File: src/rtl/alu_arbiter.sv
// Round-robin arbiter sharing one combinational ALU between two requesters; result returns 2 edges after the grant cycle.
// One operation in flight; DONE holds result and ALU inputs until the owning requester asserts its resp ready.
module alu_arbiter #(
    parameter int              WIDTH   = 16,
    parameter int              OPW     = 3,
    parameter logic [OPW-1:0]  ALU_ADD = '0
) (
    input  logic             clk,
    input  logic             reset,
    input  logic             req0_valid,
    output logic             req0_ready,
    input  logic [WIDTH-1:0] req0_x,
    input  logic [WIDTH-1:0] req0_y,
    input  logic [OPW-1:0]   req0_op,
    input  logic             req1_valid,
    output logic             req1_ready,
    input  logic [WIDTH-1:0] req1_x,
    input  logic [WIDTH-1:0] req1_y,
    input  logic [OPW-1:0]   req1_op,
    output logic             resp0_valid,
    input  logic             resp0_ready,
    output logic             resp1_valid,
    input  logic             resp1_ready,
    output logic [WIDTH-1:0] resp_z,
    output logic [WIDTH-1:0] alu_x,
    output logic [WIDTH-1:0] alu_y,
    output logic [OPW-1:0]   alu_op,
    input  logic [WIDTH-1:0] alu_z,
    output logic             busy
);

    typedef enum logic [1:0] {
        IDLE = 2'd0,
        EXEC = 2'd1,
        DONE = 2'd2
    } state_t;

    state_t             state_q, state_d;
    logic               prio_q, prio_d;
    logic               owner_q, owner_d;
    logic [WIDTH-1:0]   alu_x_q, alu_x_d;
    logic [WIDTH-1:0]   alu_y_q, alu_y_d;
    logic [OPW-1:0]     alu_op_q, alu_op_d;
    logic [WIDTH-1:0]   resp_z_q, resp_z_d;
    logic               resp0_valid_q, resp0_valid_d;
    logic               resp1_valid_q, resp1_valid_d;
    logic               busy_q, busy_d;
    logic               grant0, grant1;
    logic               owner_rdy;

    // prio_q names the port that wins when both request
    always_comb begin
        grant0     = req0_valid & (~req1_valid | ~prio_q);
        grant1     = req1_valid & ~grant0;
        req0_ready = (state_q == IDLE) & grant0;
        req1_ready = (state_q == IDLE) & grant1;
        owner_rdy  = owner_q ? resp1_ready : resp0_ready;
    end

    always_comb begin
        state_d  = state_q;
        prio_d   = prio_q;
        owner_d  = owner_q;
        alu_x_d  = alu_x_q;
        alu_y_d  = alu_y_q;
        alu_op_d = alu_op_q;
        resp_z_d = resp_z_q;
        case (state_q)
            IDLE: begin
                if (req0_ready) begin
                    alu_x_d  = req0_x;
                    alu_y_d  = req0_y;
                    alu_op_d = req0_op;
                    owner_d  = 1'b0;
                    prio_d   = 1'b1;
                    state_d  = EXEC;
                end else if (req1_ready) begin
                    alu_x_d  = req1_x;
                    alu_y_d  = req1_y;
                    alu_op_d = req1_op;
                    owner_d  = 1'b1;
                    prio_d   = 1'b0;
                    state_d  = EXEC;
                end
            end
            EXEC: begin
                resp_z_d = alu_z;
                state_d  = DONE;
            end
            DONE: begin
                if (owner_rdy) begin
                    state_d = IDLE;
                end
            end
            default: state_d = IDLE;
        endcase
        // Response valids and busy are registered from the next-state decode
        resp0_valid_d = (state_d == DONE) & ~owner_d;
        resp1_valid_d = (state_d == DONE) &  owner_d;
        busy_d        = (state_d != IDLE);
    end

    always_ff @(posedge clk or posedge reset) begin
        if (reset) begin
            state_q       <= IDLE;
            prio_q        <= 1'b0;
            owner_q       <= 1'b0;
            alu_x_q       <= '0;
            alu_y_q       <= '0;
            alu_op_q      <= ALU_ADD;
            resp_z_q      <= '0;
            resp0_valid_q <= 1'b0;
            resp1_valid_q <= 1'b0;
            busy_q        <= 1'b0;
        end else begin
            state_q       <= state_d;
            prio_q        <= prio_d;
            owner_q       <= owner_d;
            alu_x_q       <= alu_x_d;
            alu_y_q       <= alu_y_d;
            alu_op_q      <= alu_op_d;
            resp_z_q      <= resp_z_d;
            resp0_valid_q <= resp0_valid_d;
            resp1_valid_q <= resp1_valid_d;
            busy_q        <= busy_d;
        end
    end

    assign resp0_valid = resp0_valid_q;
    assign resp1_valid = resp1_valid_q;
    assign resp_z      = resp_z_q;
    assign alu_x       = alu_x_q;
    assign alu_y       = alu_y_q;
    assign alu_op      = alu_op_q;
    assign busy        = busy_q;

endmodule

File: config.mk
export PLATFORM = sky130hd
export DESIGN_NAME = alu_arbiter
export DESIGN_NICKNAME = d
export VERILOG_FILES = /design/src/rtl/alu_arbiter.sv
export SDC_FILE = /design/constraint.sdc
export NUM_CORES = 1
export LEC_CHECK = 0
export BUFFER_PORTS_ARGS = -buffer_cell sky130_fd_sc_hd__buf_2
export CAP_MARGIN = 0
export CELL_PAD_IN_SITES_DETAIL_PLACEMENT = 1
export CELL_PAD_IN_SITES_GLOBAL_PLACEMENT = 2
export CORE_AREA = 2 2 84 119
export DETAILED_ROUTE_END_ITERATION = 6
export DIE_AREA = 0 0 86 121
export PLACE_DENSITY_LB_ADDON = 0.3
export RECOVER_POWER = 100
export SLEW_MARGIN = 20
export SYNTH_ARGS = -nofsm -noshare
export SYNTH_HDL_FRONTEND = slang
export SYNTH_SLANG_ARGS = --single-unit
File: constraint.sdc
create_clock -name clk -period 3.4 [get_ports clk]
set_input_delay 0.51 -clock clk [delete_from_list [all_inputs] [get_ports clk]]
set_output_delay 0.51 -clock clk [all_outputs]
set_load 0.05 [all_outputs]
==> metrics, run 1 <==
outcome complete, but fails checks; failing checks capacitance limit, slew limit; most common cell after layout, fill and taps aside buf_2; Clock Tree Root clkbuf_16; antenna viol nets, final 0; Nets between 400 and 500; layout cells sized above 1 about 46%; Max Cap Viol 2; Synth cell types 26; Final Max Slew Viols 69; VDD IR-drop max between 0.3 and 0.4 mV; commonest cells after routing, fill and taps aside buf_2, clkbuf_1, dfrtp_1, mux2_2, mux2_1; Leak 1.74 nW; die area 10400 sq um; CP Launch Type register; maximum root-to-sink buffer count 2; global routing's busiest layer met2; M3 GR Usage about 4.4%; CP endpoint kind output port; total of warnings raised by yosys 0; Final Hold Viols 0; DRC 0; Fill cells between 1k and 1.5k; Multi-input gate area roughly 1100 sq um; RSZ-0062 raised after global routing no; final core utilization 40.1%; vias per inst 4.58; first-pass GRT wire length 11400 microns; synthesized flop and latch total slightly below 60; H-tree depth 3; Worst EP arrival approximately 2300 ps; global route overflow 0; Sink Count slightly below 60; Post-CTS Setup Inserts 0; period utilization between 80% and 90%; Resize count post-CTS 0; Syn Std Cell Area 2750 sq um; Area Growth Syn to Fin 35.8%; Worst Slack Setup Final 578 ps; IO buf count approximately 150; post-DP HPWL between 5000 and 6000 microns; GR Util met2 approximately a quarter; core area between 9000 and 10000 sq um; initial antenna violation count 0; register area roughly 1500 sq um; met1 usage about 17%; total CTS buffers 9; Crit Path Class register to output port; final WL 7230 microns; worst slew pin tran approximately 1600 ps; diode count 0; CTS tree built; worst rel slew slack -6.86%; Syn Area/Cell between 10 and 15 sq um; Crit Path Max Fanout 14; clk_skew 7.32 ps; die height about 120 microns; Gate Count Post-Synth approximately 190; Post-Syn Nets 279; Vias 2080; pwr/cell area between 1000 and 1500 nW/um^2; initial DRC count 55; Period minus WS final 2820 ps; setup TNS 0 ps; Hold Slack about 390 ps; largest net degree at the start of global routing between 40 and 50; num ports 148; Setup violations, final 0; GP Congestion 0.697; clock-pin slew on the worst setup and hold paths ~50 ps; routed len/inst ~16 microns; Total GRT Usage ~15%; Placement Rows 42; CTS Hold Bufs 0; Crit path required time 2890 ps; First-pass DRT Iterations 2; Die Width 86 microns; Initial Utilization between 20 and 30%; vias in the first global route between 2k and 2.5k; register area share after synthesis a little over half; Worst-Skew Late Latency around 330 ps; fmax 354 MHz; worst slack, placed 1130 ps; Hold WC Path Type primary input to register
-- cell usage after synthesis, drive strengths merged --
library cell	n	area [sq um]
mux2	64	848
dfrtp	58	1450
mux2i	12	120
nand3	12	60.1
o21ai	11	55.1
buf	9	93.8
nor2	4	15.0
inv	3	11.3
nand2	3	13.8
a21boi	2	18.8
clkbuf	2	7.51
nor2b	2	12.5
a21bo	1	10.0
a21o	1	7.51
a21oi	1	5.00
nand2b	1	6.26
nor3b	1	12.5
-- critical path: stages (launching register included) --
cell	delay (ps)
dfrtp_1	410
a21boi_0	180
clkbuf_1	460
nand2_2	100
inv_1	330
clkbuf_1	510
-- power breakdown --
part	switching, mW	leakage, nW	total [mW]	internal (mW)
registers	0.181	0.687	1.23	1.05
logic	1.76	0.899	2.50	0.741
clock network	0.314	0.151	0.916	0.602
-- path summary, 6_finish.rpt --
check,start,end,slack (ps),cells past startpoint
hold reg to reg,resp_z[9],resp_z[9],500,1
hold / removal,req0_x[3],alu_x[3],390,2
max in group asynchronous,reset,alu_y[4],1150,3
min in group asynchronous,reset,alu_y[3],670,2
setup reg to reg,prio_q,alu_x[5],780,5
setup / recovery,prio_q,req0_ready,580,5
-- kinds of logic after synthesis --
| group | after synthesis | share of synthesized area [%] |
|---|---|---|
| and+or+nand+nor | 23 | 4.37 |
| buffers and inverters | 14 | 4.10 |
| DFF | 58 | 52.8 |
| AOI/OAI and AO/OA | 16 | 3.50 |
| muxes | 76 | 35.2 |
-- layout make-up --
type,count,area share [%]
repair buffers,152,18.9
clock buffers,11,6.77
multi-input cells,115,30.1
inverters,3,0.302
well taps,110,3.69
clock inverters,5,1.41
flip-flops and latches,58,38.9
-- per-layer routing --
layer	vias to the layer above	wire, microns	part of all wire (%)
met5	-	0	0
met4	0	117	1.6
met3	8	469	6.5
met2	79	3740	52
met1	1021	2900	40
li1	972	-	-
-- flip-flops by register name, summed over array words and instances (netlist names) --
name         cells
alu_x           16
state_q          2
busy             1
alu_y           16
resp1_valid      1
owner_q          1
resp0_valid      1
resp_z          16
prio_q           1
alu_op           3
-- per-stage QoR --
step	power (mW)	cells	instance area, sq um
finish	4.64	454	3730
global route	4.90	454	3730
CTS	4.95	454	3880
detailed placement	4.00	438	3580
global placement	3.96	438	3580
floorplan	3.43	187	2750
No activity file was read; power rests on OpenSTA's default activity.
==> run 2, diff against run 1 <==
--- a/config.mk
+++ b/config.mk
@@ -9,9 +9,9 @@
 export CAP_MARGIN = 0
 export CELL_PAD_IN_SITES_DETAIL_PLACEMENT = 1
 export CELL_PAD_IN_SITES_GLOBAL_PLACEMENT = 2
-export CORE_AREA = 2 2 84 119
+export CORE_AREA = 2 2 92 130
 export DETAILED_ROUTE_END_ITERATION = 6
-export DIE_AREA = 0 0 86 121
+export DIE_AREA = 0 0 94 132
 export PLACE_DENSITY_LB_ADDON = 0.3
 export RECOVER_POWER = 100
 export SLEW_MARGIN = 20
==> constraint.sdc (replaced) <==
create_clock -name clk -period 2.3 [get_ports clk]
set_input_delay 0.345 -clock clk [delete_from_list [all_inputs] [get_ports clk]]
set_output_delay 0.345 -clock clk [all_outputs]
set_load 0.05 [all_outputs]
==> run 2 against run 1 <==
The run still ends with capacitance limit, slew limit left. Design area is 1.1% higher. Clock power grew 33%. Critical endpoint is now alu_x[4]. Sequential power is 48% higher. Total power grew 46%. Largest cell class unchanged. Highest routed layer unchanged. First-iteration DRC count decreased by 25%. Sequential share of layout area fell by 0.44 points.
==> metrics, run 2 (synthesized netlist as in run 1, its figures left out) <==
layout cells sized above 1 47.1% (was 45.9%); global route overflow 0 (unchanged); Fill cells 1296 (was 1081); Clock Tree Root clkbuf_16 (unchanged); Initial Utilization 24.5% (was 29.6%); outcome complete, but fails checks (unchanged); period utilization about 88%; VDD IR-drop max 0.512 mV (was 0.363 mV); fmax slightly below 500 MHz; Period minus WS final 2020 ps; Setup violations, final 0 (unchanged); Worst EP arrival 2230 ps (was 2310 ps); final core utilization 33.6% (was 40.1%); CP endpoint kind register (was output port); worst path cell trace nor3b_4 > clkbuf_4 > mux2_2 > mux2_1 (was a21boi_0 > clkbuf_1 > nand2_2 > inv_1 > clkbuf_1); worst rel slew slack -16.3% (was -6.86%); First-pass DRT Iterations 4 (was 2); GP Congestion 0.702 (was 0.697); slowest CP cell clkbuf_4 (was clkbuf_1); CP Launch Type register (unchanged); Worst path max stage delay 560 ps (was 510 ps); setup TNS 0 ps (unchanged); H-tree depth 3 (unchanged); Die Width 94 microns (was 86 microns); Placement Rows 46 (was 42); CTS Hold Bufs 0 (unchanged); Max Cap Viol 2 (unchanged); initial DRC count 41 (was 55); final WL 7930 microns (was 7230 microns); clk_skew 4.76 ps (was 7.32 ps); total CTS buffers 9 (unchanged); Crit Path Class register to register (was register to output port); commonest cells after routing, fill and taps aside buf_2, clkbuf_1, dfrtp_1, mux2_2, mux2_4 (was buf_2, clkbuf_1, dfrtp_1, mux2_2, mux2_1); Final Hold Viols 0 (unchanged); Vias 2100 (was 2080); initial antenna violation count 2 (was 0); worst slew pin tran 1740 ps (was 1600 ps); Final Max Slew Viols 60 (was 69); Crit path required time 2510 ps (was 2890 ps); Sink Count 58 (unchanged); Post-CTS Setup Inserts 0 (unchanged); Nets 435 (was 431); Hold WC Path Type primary input to register (unchanged); worst hold start req0_y[3] (was req0_x[3]); Area Growth Syn to Fin 37.4% (was 35.8%); DRC 0 (unchanged); first-pass GRT wire length 12500 microns (was 11400 microns); pwr/cell area 1800 nW/um^2 (was 1240 nW/um^2); R2R Path Start state_q[1] (was prio_q); post-DP HPWL 5890 microns (was 5350 microns); Worst-Skew Late Latency 320 ps (was 330 ps); IO buf count 147 (unchanged); RSZ-0062 raised after global routing no (unchanged); most common cell after layout, fill and taps aside buf_2 (unchanged); routed len/inst 16.1 microns (was 15.9 microns); clock-pin slew on the worst setup and hold paths 50 ps (about the same); largest net degree at the start of global routing 33 (was 42); num ports 148 (unchanged); vias per inst 4.25 (was 4.58); Resize count post-CTS 0 (unchanged); die area 12400 sq um (was 10400 sq um); CTS tree built (unchanged); failing checks capacitance limit, slew limit (unchanged); Total GRT Usage 13.4% (was 14.6%); antenna viol nets, final 0 (unchanged); Leak 1.76 nW (was 1.74 nW); Crit Path Max Fanout 32 (was 14); core area 11200 sq um (was 9300 sq um); vias in the first global route 2393 (was 2250); maximum root-to-sink buffer count 2 (unchanged); die height 132 microns (was 121 microns); Critical Path Source state_q[1] (was prio_q); PnR Total Power 6.80 mW (was 4.64 mW)
-- run 2: cell count changes in the layout (fill, tap and decap cells not counted), sizes merged --
cell / previous run / this run
clkinvlp: 1 / 2
diode: 0 / 2
bufinv: 1 / 0
buf: 93 / 96
clkbuf: 70 / 71
-- run 2: path summary, 6_finish.rpt --
kind / to / slack, ps / cells past startpoint
setup / recovery: alu_x[4] / 280 / 4
hold / removal: alu_y[3] / 230 / 2
setup reg to reg: alu_x[4] / 280 / 4
hold reg to reg: resp_z[4] / 500 / 1
max in group asynchronous: alu_x[1] / 640 / 3
min in group asynchronous: resp_z[14] / 560 / 3
-- run 2: stage by stage --
stage | hold WS, ps | setup WS, ps | std cells | instance area (sq um)
finish | 228 | 281 | 494 | 3780
global route | 223 | 183 | 494 | 3780
CTS | 99.2 | 371 | 492 | 3920
detailed placement | 457 | 468 | 476 | 3650
global placement | 449 | 522 | 476 | 3650
floorplan | 477 | 527 | 187 | 2750
-- run 2: metal layers --
metal | vias to the layer above | global-route usage [%] | share of wire [%]
met4 | 0 | 7.00 | 2.8
met3 | 12 | 3.20 | 5.1
met5 | - | 0 | 0
met2 | 75 | 24.6 | 57
li1 | 976 | - | -
met1 | 1037 | 13.7 | 35
-- run 2: power by group --
| part | total (mW) | switching (mW) | internal, mW |
|---|---|---|---|
| Sequential | 1.82 | 0.270 | 1.55 |
| Combinational | 3.75 | 2.62 | 1.13 |
| Clock | 1.22 | 0.473 | 0.751 |
-- run 2: final cells by class --
cell class	instances	area [sq um]	share of cell area, %
Sequential cell	58	1450	38.4
Multi-Input combinational cell	115	1130	30.0
Timing Repair Buffer	156	723	19.2
Clock buffer	11	243	6.43
Tap cell	144	180	4.77
Clock inverter	5	30.0	0.795
Inverter	3	11.3	0.298
Antenna cell	2	5.00	0.133
-- run 2: worst max-delay path: cells and delay by family (launching register included) --
kind	cells	cell delay, ps
flip-flops	1	420
multiplexers	2	690
AND/OR/NAND/NOR	1	220
buffers and inverters	1	560
